--- src/rtl/pipeline_pkg.sv ---
`default_nettype none
// ============================================================================
// Module      : pipeline_pkg
// Description : Shared state encoding and defaults for the pipeline skid bank.
// Revision    : 1.0 - initial release
// ============================================================================
package pipeline_pkg;

    localparam int BUS_WIDTH_DEFAULT = 32;

    typedef logic [1:0] state_t;

    // State value doubles as the occupancy count
    localparam state_t ST_EMPTY = 2'd0;
    localparam state_t ST_ONE   = 2'd1;
    localparam state_t ST_TWO   = 2'd2;

endpackage
`default_nettype wire

--- src/rtl/register.sv ---
`default_nettype none
// ============================================================================
// Module      : register
// Description : N-bit load-enable register, asynchronous active-low clear.
// Revision    : 1.0 - initial release
// ============================================================================
module register #(
    parameter int N = 32
) (
    input  logic         clk,
    input  logic         rst,
    input  logic         ena,
    input  logic [N-1:0] d,
    output logic [N-1:0] q
);

    logic [N-1:0] r_q;

    always_ff @(posedge clk or negedge rst) begin
        if (!rst) begin
            r_q <= '0;
        end else if (ena) begin
            r_q <= d;
        end
    end

    assign q = r_q;

endmodule
`default_nettype wire

--- src/rtl/pipeline_skid_bank.sv ---
`default_nettype none
// ============================================================================
// Module      : pipeline_skid_bank
// Description : NUM_CH-lane pipeline stage with valid/ready handshake,
//               one-entry skid buffer and synchronous flush.
// Revision    : 1.0 - initial release
// ============================================================================
module pipeline_skid_bank
    import pipeline_pkg::*;
#(
    parameter int BUS_WIDTH = BUS_WIDTH_DEFAULT,
    parameter int NUM_CH    = 2
) (
    input  logic                        clk,
    input  logic                        rst,
    input  logic                        flush,
    input  logic                        in_valid,
    output logic                        in_ready,
    input  logic [NUM_CH*BUS_WIDTH-1:0] d,
    output logic                        out_valid,
    input  logic                        out_ready,
    output logic [NUM_CH*BUS_WIDTH-1:0] q,
    output logic [1:0]                  occupancy
);

    localparam int c_width = NUM_CH * BUS_WIDTH;

    state_t             r_state;
    state_t             w_state_next;
    logic               w_accept;
    logic               w_consume;
    logic               w_main_load;
    logic               w_main_from_skid;
    logic               w_skid_load;
    logic [c_width-1:0] w_main_d;
    logic [c_width-1:0] w_main_q;
    logic [c_width-1:0] w_skid_q;

    // Ready decodes the state register only, never out_ready
    assign in_ready  = (r_state != ST_TWO);
    assign out_valid = (r_state != ST_EMPTY);
    assign occupancy = r_state;
    assign w_accept  = in_valid & in_ready;
    assign w_consume = out_valid & out_ready;

    always_ff @(posedge clk or negedge rst) begin
        if (!rst) begin
            r_state <= ST_EMPTY;
        end else begin
            r_state <= w_state_next;
        end
    end

    always_comb begin
        w_state_next     = r_state;
        w_main_load      = 1'b0;
        w_main_from_skid = 1'b0;
        w_skid_load      = 1'b0;
        case (r_state)
            ST_EMPTY: begin
                if (w_accept) begin
                    w_main_load  = 1'b1;
                    w_state_next = ST_ONE;
                end
            end
            ST_ONE: begin
                if (w_accept && w_consume) begin
                    w_main_load = 1'b1;
                end else if (w_accept) begin
                    w_skid_load  = 1'b1;
                    w_state_next = ST_TWO;
                end else if (w_consume) begin
                    w_state_next = ST_EMPTY;
                end
            end
            ST_TWO: begin
                if (w_consume) begin
                    w_main_load      = 1'b1;
                    w_main_from_skid = 1'b1;
                    w_state_next     = ST_ONE;
                end
            end
            default: begin
                w_state_next = ST_EMPTY;
            end
        endcase
        // Flush discards everything, including a beat handed over this cycle;
        // slot contents are left untouched so q holds its last value.
        if (flush) begin
            w_state_next     = ST_EMPTY;
            w_main_load      = 1'b0;
            w_main_from_skid = 1'b0;
            w_skid_load      = 1'b0;
        end
    end

    assign w_main_d = w_main_from_skid ? w_skid_q : d;

    register #(
        .N (c_width)
    ) u_main (
        .clk (clk),
        .rst (rst),
        .ena (w_main_load),
        .d   (w_main_d),
        .q   (w_main_q)
    );

    register #(
        .N (c_width)
    ) u_skid (
        .clk (clk),
        .rst (rst),
        .ena (w_skid_load),
        .d   (d),
        .q   (w_skid_q)
    );

    assign q = w_main_q;

endmodule
`default_nettype wire

--- config.mk ---
export PLATFORM = sky130hd
export DESIGN_NAME = pipeline_skid_bank
export DESIGN_NICKNAME = d
export VERILOG_FILES = /design/src/rtl/pipeline_pkg.sv /design/src/rtl/register.sv /design/src/rtl/pipeline_skid_bank.sv
export SDC_FILE = /design/constraint.sdc
export NUM_CORES = 1
export LEC_CHECK = 0
export ABC_AREA = 0
export BUFFER_PORTS_ARGS = -buffer_cell sky130_fd_sc_hd__buf_2
export CAP_MARGIN = 10
export CORE_MARGIN = 1.5
export CORE_UTILIZATION = 39
export DETAILED_ROUTE_END_ITERATION = 8
export PLACE_DENSITY = 0.59
export SLEW_MARGIN = 20
export SYNTH_ARGS = -nofsm -noshare
export SYNTH_HDL_FRONTEND = slang
export SYNTH_SLANG_ARGS = --single-unit
--- constraint.sdc ---
create_clock -name clk -period 2.2 [get_ports clk]
set_clock_uncertainty 0.05 [all_clocks]
set_input_delay 0.22 -clock clk [delete_from_list [all_inputs] [get_ports clk]]
set_output_delay 0.22 -clock clk [all_outputs]
set_load 0.05 [all_outputs]
# After elaboration in Yosys (flattened, before gate mapping)
# Index checks and enable logic that the tools add are counted.
dict set report word_totals {
  mem_bits_ro 0
  output_inout_bits 68
  reg_bits 130
  latchBits 0
  elab_cells 34
  in_bits 69
  ramBits 0
  mem_count 0
}
dict set report classes {
  addsub 0
  bitwise_logic 2
  reduce_logical 4
  n_div 0
  n_lt_le_gt_ge 0
  muxes 18
  shifts 0
  n_eq_ne 7
  mul 0
}
# operator count
set ops {}
lappend ops {{2-to-1 mux 64 bit} 1}
lappend ops {{2-to-1 mux 2 bit} 6}
lappend ops {{2-to-1 mux 1 bit} 9}
lappend ops {{!= test 3 bit, second input constant} 3}
lappend ops {{case mux 2 bit (3 select lines)} 1}
lappend ops {{!= test 4 bit, second input constant} 1}
lappend ops {{AND reduction 4 bit} 1}
lappend ops {{case mux 1 bit (3 select lines)} 1}
lappend ops {{bitwise AND 1 bit} 2}
lappend ops {{== test 2 x 1 -> 1 bit, second input constant} 1}
lappend ops {{== test 2 bit, second input constant} 1}
lappend ops {{zero test 2 bit} 1}
lappend ops {{!= test 2 bit, second input constant} 1}
lappend ops {{nonzero test 2 bit} 1}
lappend ops {{logical AND 1 bit} 1}

# Depth between registers and ports, before layout
# Gate-level depths: netlist of run 1.
dict set report logic_depth {
  depth_word 7
  depth_mapped 6
  mapped_depth_nobuf 4
}

# Cells and area by module
# A second synthesis of run 1 with hierarchy kept.
dict set report unflattened {
  hier_cells 356
  area_unflattened_um2 6582.6
}
# module cells_each instances area_per_inst_um2
set by_module_without_submodules {}
lappend by_module_without_submodules {register 135 2 2678.8}
lappend by_module_without_submodules {pipeline_skid_bank 86 1 1224.9}

# Least setup slack after synthesis of run 1
# OpenSTA, ideal clock, no wires.
dict set report synth_timing {
  path_type {reg2reg}
  startpoint {reg r_state[0] (netlist: occupancy[0])}
  endpoint {reg u_main.r_q[20] (netlist: u_main.q[20])}
  setup_ps 127
  arrival_time_ps 2110
  period_less_slack_ps 2288
  n_path_buf 2
  path_stages_with_launch 7
  path_slack_ps -88
  cell_sequence {dfrtp_1 -> buf_2 -> or2b_4 -> nor2_8 -> buf_4 -> mux2_2 -> mux2_1}
}
dict set report synth_via {
  elab_chain_len 6
  elab_cells_between_ends 16
  cone_classes {eq/ne: 3; mux: 8; bitwise: 2; reduce/logical: 3}
}
# element line
set synth_lines {}
lappend synth_lines {{start: declaration} pipeline_skid_bank.sv:28} ;# state_t r_state;
lappend synth_lines {{start signal: assignment} pipeline_skid_bank.sv:50} ;# r_state <= w_state_next;
lappend synth_lines {{!= test 2 bit (*)} pipeline_skid_bank.sv:40} ;# assign in_ready = (r_state != ST_TWO);
lappend synth_lines {{via in_ready} pipeline_skid_bank.sv:18} ;# output logic in_ready,
lappend synth_lines {{bitwise AND 1 bit (*)} pipeline_skid_bank.sv:43} ;# assign w_accept = in_valid & in_ready;
lappend synth_lines {{logical AND 1 bit} pipeline_skid_bank.sv:67} ;# if (w_accept && w_consume) begin
lappend synth_lines {{2-to-1 mux 1 bit} pipeline_skid_bank.sv:67}
lappend synth_lines {{case mux 1 bit (3 select lines) (*)} pipeline_skid_bank.sv:59} ;# case (r_state)
lappend synth_lines {{2-to-1 mux 1 bit (*)} pipeline_skid_bank.sv:89} ;# if (flush) begin
lappend synth_lines {{end signal: assignment} register.sv:21} ;# r_q <= '0;
lappend synth_lines {{end signal: assignment} register.sv:23} ;# r_q <= d;
lappend synth_lines {{end: declaration} register.sv:17} ;# logic [N-1:0] r_q;
# Mark *: on every way through the listed nets, which the timed path passes. The rest lies on a longest branch.
# A chain may end at the register's enable or synchronous reset.

# Worst setup path in the final report of run 1
dict set report layout_timing {
  startpoint {in flush}
  endpoint {reg u_main.r_q[55] (netlist: u_main.q[55])}
}
dict set report layout_via {
  elab_chain_len 2
  elab_cells_between_ends 3
  cone_classes {mux: 3}
}
# element line
set layout_lines {}
lappend layout_lines {{start: declaration} pipeline_skid_bank.sv:16} ;# input logic flush,
lappend layout_lines {{2-to-1 mux 1 bit} pipeline_skid_bank.sv:89}
lappend layout_lines {{2-to-1 mux 64 bit} pipeline_skid_bank.sv:97} ;# assign w_main_d = w_main_from_skid ? w_skid_q : d;
# Parallel ways exist; a longest one is shown, timed or not.

==> metrics.txt, run 1 <==
Min-Delay Path Class in2reg; post-synth cell types 20; sum of negative setup slack 0 ps; CP max FO 36; post-synth top area cell dfrtp_1; Req. time, crit path 2440 ps; Pre-Repair DR Iteration Count 4; CP Cell Sequence dlygate4sd3_1 > buf_2 > or2b_1 > nor2_8 > buf_12 > mux2_2 > mux2_2; critical path type in2reg; Synth area leaders dfrtp_1 57%, mux2_2 33%, mux2_1 4.9%, buf_6 1.2%, buf_4 0.79%; via/cell ratio 4.85; I/O Pins 137; slowest CP cell dlygate4sd3_1; Syn. warnings 0; clock buffer depth 2; #FFs+latches synth 130; Routed wire per std cell 16.0 um; Crit path largest cell delay 530 ps; Hold Vio Cnt, Final 0; largest net degree at the start of global routing 59; DR vias 3606; Max Freq 0.496 GHz; Placeable Area 14400 um2; CP top delay family buffers and inverters; Area growth syn-to-layout 33.6%; vias in the first global route 3708; Iteration-0 DRC Markers 105; Max IR drop VDD 0.698 mV; htree depth 4; ANT cells 0; pwr/cell area 1030 nW/um2; Nets 621; CP Buf/Inv Count 3; Rows 44; post-CTS setup buffer count 0; Clock Tree Root clkbuf_16; first-pass GRT wire length 18600 um; commonest non-fill, non-tap cell in the layout mux2_2; post-route design area 7620 um2; Avg Cell Area, Syn 15.9 um2; Slew HR 67.7%; Tot GR Track Use 16.2%; CP most frequent cell mux2_2; share of layout cells above drive strength 1 61.1%; total clock sinks 130; GRT overflow 0; max-cap viol count 0; Die W 124 um; initial antenna violation count 0; register area share after synthesis 57.1%; DR DRC count 0; TritonCTS Buffers 17; Slew Viols, Final 0; port buffer count 136; Initial Util 39.5%; Critical Path Start Type primary input; Tcrit/Tclk final 91.7%; die height 124 um; Cell Area, Synth 5700 um2; Clock Pin Slew Worst Setup and Hold Paths 50 ps; DRT antenna net count 0; RSZ-0062 raised after global routing no; post-CTS sizing 0; Final Power 7.86 mW; CP arrival 2250 ps; Critical Path Sink Type flip-flop; WL final 11900 um; TritonCTS clock tree built; Die ar. 15400 um2; gpl congestion 0.768; R2R setup slack 200 ps; HPWL Detailed 7510 um; leakage 3.47 nW; Synth top area share 57.1%; crit path time final 2020 ps; clock latency on the worst-skew pair 410 ps; Syn Nets 428; most frequent cells in the layout 167 x mux2_2, 135 x buf_2, 128 x dfrtp_1, 48 x dlygate4sd3_1, 25 x mux2_1; Syn Inst Count 359; Slew @ Worst Pin 484 ps; placed cell areas 6630 um2; Finish-stage setup viols 0; run status complete, no violations
-- layer usage --
metal	track usage (%)	up-vias	part of all wire, %
li1	-	1676	-
met1	21.3	1817	48
met2	24.4	102	45
met3	6.36	11	6.5
met4	5.47	0	1.1
met5	0	-	0
-- metrics by stage --
stage                     util [%]  hold slack [ps]  worst slack (ps)  instances
after floorplan                  -             -126              1.78        359
after global placement        45.9              167               234        669
after detailed placement      45.9              167               191        669
after CTS                     52.7            0.572               188        743
after global routing          52.8             1.00               127        744
final                         52.8             16.8               182        744
-- state kept, by name, summed over array words and instances, names as in the netlist --
signal     count
u_skid.q      64
u_main.q      64
occupancy      2
-- power by group --
group          internal (mW)  switching [mW]
logic                  0.789            1.34
registers               2.98           0.273
clock network           1.56           0.925
total                   5.33            2.53
-- worst paths after layout --
check	from	end	depth (start not counted)
setup / recovery	flush	u_main.q[55]$_DFFE_PN0P_	7
hold / removal	d[1]	u_skid.q[1]$_DFFE_PN0P_	2
setup reg to reg	occupancy[0]$_DFFE_PN0P_	u_main.q[55]$_DFFE_PN0P_	5
hold reg to reg	u_main.q[21]$_DFFE_PN0P_	u_main.q[21]$_DFFE_PN0P_	1
max in group asynchronous	rst	u_main.q[39]$_DFFE_PN0P_	3
min in group asynchronous	rst	u_skid.q[17]$_DFFE_PN0P_	2
-- kinds of logic (layout without fill, tap and decap cells) --
| logic type | Yosys count | count (layout) | share of synthesized area [%] |
|---|---|---|---|
| AND/OR/NAND/NOR | 13 | 13 | 1.62 |
| buffers and inverters | 19 | 220 | 2.59 |
| flip-flops | 130 | 130 | 57.1 |
| multiplexers | 192 | 192 | 37.9 |
| AO/OA/AOI/OAI | 5 | 5 | 0.812 |
-- final cells by class --
type                       instances  area [um2]
timing repair buffer             193        1310
clock buffer                      27         513
tap                              184         230
sequential                       130        3260
fill                            1234        6810
multi-input combinational        210        2310
-- synthesized netlist by cell type --
cell / instances
nand2_1: 2
nor2_8: 1
or2b_1: 1
buf_2: 7
nor2b_1: 1
dfrtp_1: 130
o31ai_4: 1
mux2_2: 167
nand3_1: 1
a21o_1: 1
nor2_1: 2
buf_4: 6
or2_2: 1
a21oi_1: 2
mux2_1: 25
a21boi_0: 1
buf_6: 6
or3b_2: 1
nand2b_1: 2
or2b_4: 1
-- timing repair --
| item | 4_1_cts | 5_1_grt |
|---|---|---|
| hold buffers | 47 | 1 |
| endpoints found under the hold margin | 77 | 1 |
| setup endpoints to repair | 0 | 0 |
(Power assumes the default switching activity.)
==> inputs of run 2 (changes only) <==
PLACE_DENSITY = default   (was 0.59)
PLACE_DENSITY_LB_ADDON = 0.05   (was default)
SKIP_LAST_GASP = 1   (was default)
==> run 2 against run 1 <==
Power up 9.4%. Die area unchanged. Wire length rose by 1.0%. Non-clock buffer count grew 16. Critical path depth unchanged. Fmax shrank 3.7%. Largest cell class unchanged. Largest power group unchanged. Highest routed layer unchanged.
==> metrics.txt, run 2 (synthesis gave the netlist of run 1 again) <==
sw power 2.61 mW; most frequent cells in the layout 167 x mux2_2, 135 x buf_2, 128 x dfrtp_1, 62 x dlygate4sd3_1, 25 x mux2_1; DR DRC count 0; CP arrival 2350 ps; sum of negative setup slack 0 ps; slowest CP cell dlygate4sd3_1; Layout fillers 1225; clock share of power 37.3%; initial antenna violation count 0; htree depth 4; Hold WS 14.5 ps; CP Cell Sequence dlygate4sd3_1 > buf_2 > or2b_1 > nor2_8 > buf_12 > mux2_2 > mux2_2; Internal 6.00 mW; sequential share of power 37.8%; CP top delay family buffers and inverters; I/O Pins 137; Placeable Area 14400 um2; first-pass GRT wire length 18800 um; Multi-input gate area 2310 um2; CP max FO 24; Die W 124 um; Area growth syn-to-layout 39.9%; Clock Pin Slew Worst Setup and Hold Paths 50 ps; RSZ-0062 raised after global routing no; pwr/cell area 1080 nW/um2; Tcrit/Tclk final 95.2%; leakage 3.63 nW; Finished Core Util 55.3%; Slew @ Worst Pin 639 ps; Hold Vio Cnt, Final 0; Req. time, crit path 2450 ps; run status complete, no violations; largest net degree at the start of global routing 42; Tot GR Track Use 16.5%; via/cell ratio 4.81; TritonCTS clock tree built; TritonCTS Buffers 17; Max Freq 0.477 GHz; Nets 637; Iteration-0 DRC Markers 86; Critical Path Start Type primary input; Clock Tree Root clkbuf_16; combinational fraction of design power 24.9%; CP most frequent cell mux2_2; gpl congestion 0.708; Crit path largest cell delay 550 ps; die height 124 um; clock buffer depth 2; HPWL Detailed 7860 um; Pre-Repair DR Iteration Count 4; clock latency on the worst-skew pair 420 ps; Routed wire per std cell 15.7 um; CP Buf/Inv Count 3; total clock sinks 130; Slew HR 57.4%; WL final 12000 um; Critical Path Sink Type flip-flop; vias in the first global route 3779; port buffer count 136; Max IR drop VDD 0.929 mV; Min-Delay Path Class in2reg; commonest non-fill, non-tap cell in the layout mux2_2; ANT cells 0; DR vias 3681; max-cap viol count 0; Slew Viols, Final 0; crit path time final 2100 ps; Rows 44; Finish-stage setup viols 0; critical path type in2reg; GRT overflow 0; Initial Util 39.5%; share of layout cells above drive strength 1 60.6%; switch share 30.3%; FF/Latch Area 3260 um2; DRT antenna net count 0; Die ar. 15400 um2
## run 2: cell types whose count changed in the layout (fill, tap and decap cells not counted), moves of 2 or more
cell           change
clkbuf_8           -2
clkbuf_1           -3
buf_12             +3
dlygate4sd3_1     +14
bufinv_16          +6
clkinv_2           +3
## run 2: area by class of cell
cell class / instances / area share [%]
clock buffers: 22 / 5.95
clock inverters: 10 / 2.54
multi-input cells: 210 / 29.0
flip-flops and latches: 130 / 40.8
well taps: 184 / 2.89
repair buffers: 209 / 18.8
## run 2: per-layer routing
| layer | vias to the layer above | GRT usage, % | part of all wire, % |
|---|---|---|---|
| met5 | - | 0 | 0 |
| met3 | 14 | 4.81 | 5.1 |
| met2 | 89 | 28.2 | 49 |
| met4 | 0 | 6.89 | 1.4 |
| met1 | 1859 | 19.5 | 45 |
| li1 | 1719 | - | - |
## run 2: timing repair
item / in CTS / in global routing
endpoints found under the hold margin: 99 / 0
resized for setup: 0 / 0
hold buffers: 62 / 0
setup buffers: 0 / 0
## run 2: through the flow
stage	instance area (um2)	cells	power (mW)	setup slack (ps)
global route	7980	765	9.02	41.8
CTS	7980	765	8.72	93.2
detailed placement	6680	671	5.38	136
finish	7980	765	8.61	105
floorplan	5700	359	4.79	1.78
global placement	6680	671	5.31	182
## run 2: power by group through the flow
stage	logic, mW	clock network, mW	registers, mW
after floorplan	0.678	0	4.12
after global placement	2.05	0	3.26
after detailed placement	2.09	0	3.29
after CTS	2.17	3.30	3.25
after global routing	2.28	3.40	3.33
final	2.14	3.21	3.25
## run 2: final timing paths
kind,startpoint,end,slack [ps],cells after the start
worst max register to register,occupancy[0]$_DFFE_PN0P_,u_main.q[57]$_DFFE_PN0P_,170,5
worst min-delay path,d[30],u_skid.q[30]$_DFFE_PN0P_,10,2
min in group asynchronous,rst,u_skid.q[28]$_DFFE_PN0P_,290,2
max in group asynchronous,rst,u_skid.q[57]$_DFFE_PN0P_,1110,3
worst min register to register,u_main.q[26]$_DFFE_PN0P_,u_main.q[26]$_DFFE_PN0P_,430,1
worst max-delay path,flush,u_main.q[57]$_DFFE_PN0P_,100,7
==> inputs of run 3 (changes only) <==
ABC_AREA = 1   (was 0)
==> run 3 against run 2 <==
Clock power shrank 7.8%. Global-route usage grew 3.9 points. Utilization shrank 3.9 points. Via count grew 48%. Synthesized area grew 7.9%. Sequential power grew 13%. Largest cell class unchanged. Non-clock buffer count shrank 30. Cell count grew 51%. Sequential share of layout area grew 0.55 points.
==> metrics.txt, run 3 <==
#FFs+latches synth 130; Syn Nets 860; critical path type reg2out; Layout fillers 1565; EDFF count, synth 0; RSZ-0062 raised after global routing no; CP top delay family flip-flops; HPWL Detailed 9820 um; TritonCTS Buffers 17; Cell Area, Synth 6150 um2; Critical Path Start Type flip-flop; max-cap viol count 0; port buffer count 136; Syn Inst Count 791; share of layout cells above drive strength 1 20.0%; Multi-input gate area 2290 um2; Routed wire per std cell 14.0 um; commonest non-fill, non-tap cell in the layout nand2_1; I/O Pins 137; total clock sinks 130; Placeable Area 15300 um2; switch share 36.9%; via/cell ratio 4.70; Finished Core Util 51.3%; Synth area leaders dfrtp_1 53%, nand2_1 20%, nand3_1 11%, inv_1 4.3%, o21ai_1 4.1%; Die W 129 um; Slew Viols, Final 0; GRT overflow 0; Critical Path Sink Type primary output; FF/Latch Area 3250 um2; Max Freq 0.586 GHz; run status complete, no violations; sum of negative setup slack 0 ps; Clock Pin Slew Worst Setup and Hold Paths 60 ps; combinational fraction of design power 28.9%; gpl congestion 0.745; Finish-stage setup viols 0; TritonCTS clock tree built; Avg Cell Area, Syn 7.78 um2; post-synth cell types 18; mux contribution to synthesized area 0%; vias in the first global route 5034; initial antenna violation count 0; Iteration-0 DRC Markers 312; Slew HR 62.2%; clock share of power 31.8%; largest net degree at the start of global routing 79; leakage 4.48 nW; register area share after synthesis 52.9%; post-CTS setup buffer count 0; ys flop type dfrtp_1; Tcrit/Tclk final 77.6%; ANT cells 0; Die ar. 16500 um2; clock latency on the worst-skew pair 410 ps; asr flop ratio synth 100%; largest family of logic cells by synthesized area simple AND/OR/NAND/NOR gates; clock buffer depth 2; Slew @ Worst Pin 567 ps; Tot GR Track Use 20.4%; Synth top cells by count 331 x nand2_1, 130 x dfrtp_1, 130 x nand3_1; Hold Vio Cnt, Final 0; Internal 5.88 mW; Nets 1003; pwr/cell area 1180 nW/um2; WL final 16200 um; Pre-Repair DR Iteration Count 4; Initial Util 40.2%; Clock Tree Root clkbuf_16; htree depth 4; most frequent cell after synthesis nand2_1; compound-cell area share of the yosys netlist 5.35%; first-pass GRT wire length 26200 um; sequential share of power 39.3%; die height 129 um; Synth top area share 52.9%; crit path time final 1710 ps; CP Cell Sequence nor2_1 > inv_1 > buf_2; post-synth top area cell dfrtp_1; DR vias 5438; Crit path largest cell delay 440 ps; DRT antenna net count 0; Syn. warnings 0; slowest CP cell dfrtp_1; DR DRC count 0; CP Buf/Inv Count 2; xor/xnor cell area share of the yosys netlist 0%; CP arrival 1440 ps; CP max FO 8; Post-Synth Adder-Cell Area 0%; Final Power 9.32 mW; Rows 45; most frequent cells in the layout 330 x nand2_1, 135 x buf_2, 130 x nand3_1, 130 x dfrtp_1, 70 x inv_1; Min-Delay Path Class in2reg; Req. time, crit path 1930 ps; sw power 3.43 mW; Max IR drop VDD 0.647 mV; post-synthesis simple-gate area fraction 31.5%; Area growth syn-to-layout 27.8%
-- run 3: metal layers --
| layer | track usage, % | wire length [um] | up-vias |
|---|---|---|---|
| li1 | - | - | 2756 |
| met1 | 27.3 | 7570 | 2527 |
| met2 | 32.9 | 7730 | 137 |
| met3 | 4.62 | 695 | 18 |
| met4 | 6.94 | 240 | 0 |
| met5 | 0 | 0 | - |
-- run 3: final cells by class --
| type | instances | area share (%) |
|---|---|---|
| Sequential cell | 130 | 41.4 |
| Multi-Input combinational cell | 535 | 29.1 |
| Clock buffer | 22 | 6.28 |
| Inverter | 71 | 3.39 |
| Clock inverter | 9 | 1.62 |
| Tap cell | 211 | 3.36 |
| Timing Repair Buffer | 179 | 14.8 |
-- run 3: path summary, 6_finish.rpt --
path	from	end	slack (ps)	cells after the start
max	occupancy[0]$_DFFE_PN0P_	out_valid	490	3
min	d[33]	u_skid.q[33]$_DFFE_PN0P_	10	3
max reg2reg	occupancy[0]$_DFFE_PN0P_	u_main.q[18]$_DFFE_PN0P_	520	8
min reg2reg	u_skid.q[56]$_DFFE_PN0P_	u_skid.q[56]$_DFFE_PN0P_	440	2
max in group asynchronous	rst	u_skid.q[61]$_DFFE_PN0P_	1150	3
min in group asynchronous	rst	u_skid.q[11]$_DFFE_PN0P_	300	2
-- run 3: stage by stage --
step | hold WS, ps | cell area, um2 | setup slack (ps) | cells
final | 10.0 | 7860 | 494 | 1157
after global routing | 9.42 | 7860 | 382 | 1157
after global placement | 191 | 6960 | 561 | 1098
after floorplan | -126 | 6150 | 383 | 791
after CTS | 0.0180 | 7860 | 471 | 1157
after detailed placement | 193 | 6960 | 530 | 1098
-- run 3: logic make-up (layout without fill, tap and decap cells) --
| family | count (synthesis) | count (layout) |
|---|---|---|
| simple gates | 470 | 470 |
| compound gates | 65 | 65 |
| buf+inv | 126 | 281 |
| flops | 130 | 130 |
-- run 3: power by group through the flow --
stage | clock network, mW | logic [mW] | registers (mW)
floorplan | 0 | 0.947 | 4.66
global placement | 0 | 2.63 | 3.66
detailed placement | 0 | 2.68 | 3.69
CTS | 3.01 | 2.73 | 3.66
global route | 3.11 | 2.96 | 3.76
finish | 2.96 | 2.69 | 3.66
-- run 3: worst reg2reg max path, stage by stage, from the launching register on --
cell     delay, ps
dfrtp_1        440
inv_1           90
nand2_2         60
inv_2          100
nand2_4        170
nand2_2        130
buf_4          370
nand2_1        120
nand2_1         70
-- run 3: timing repair --
item / CTS / global route
endpoints found under the hold margin: 80 / 0
resized for setup: 0 / 0
hold buffers: 28 / 0
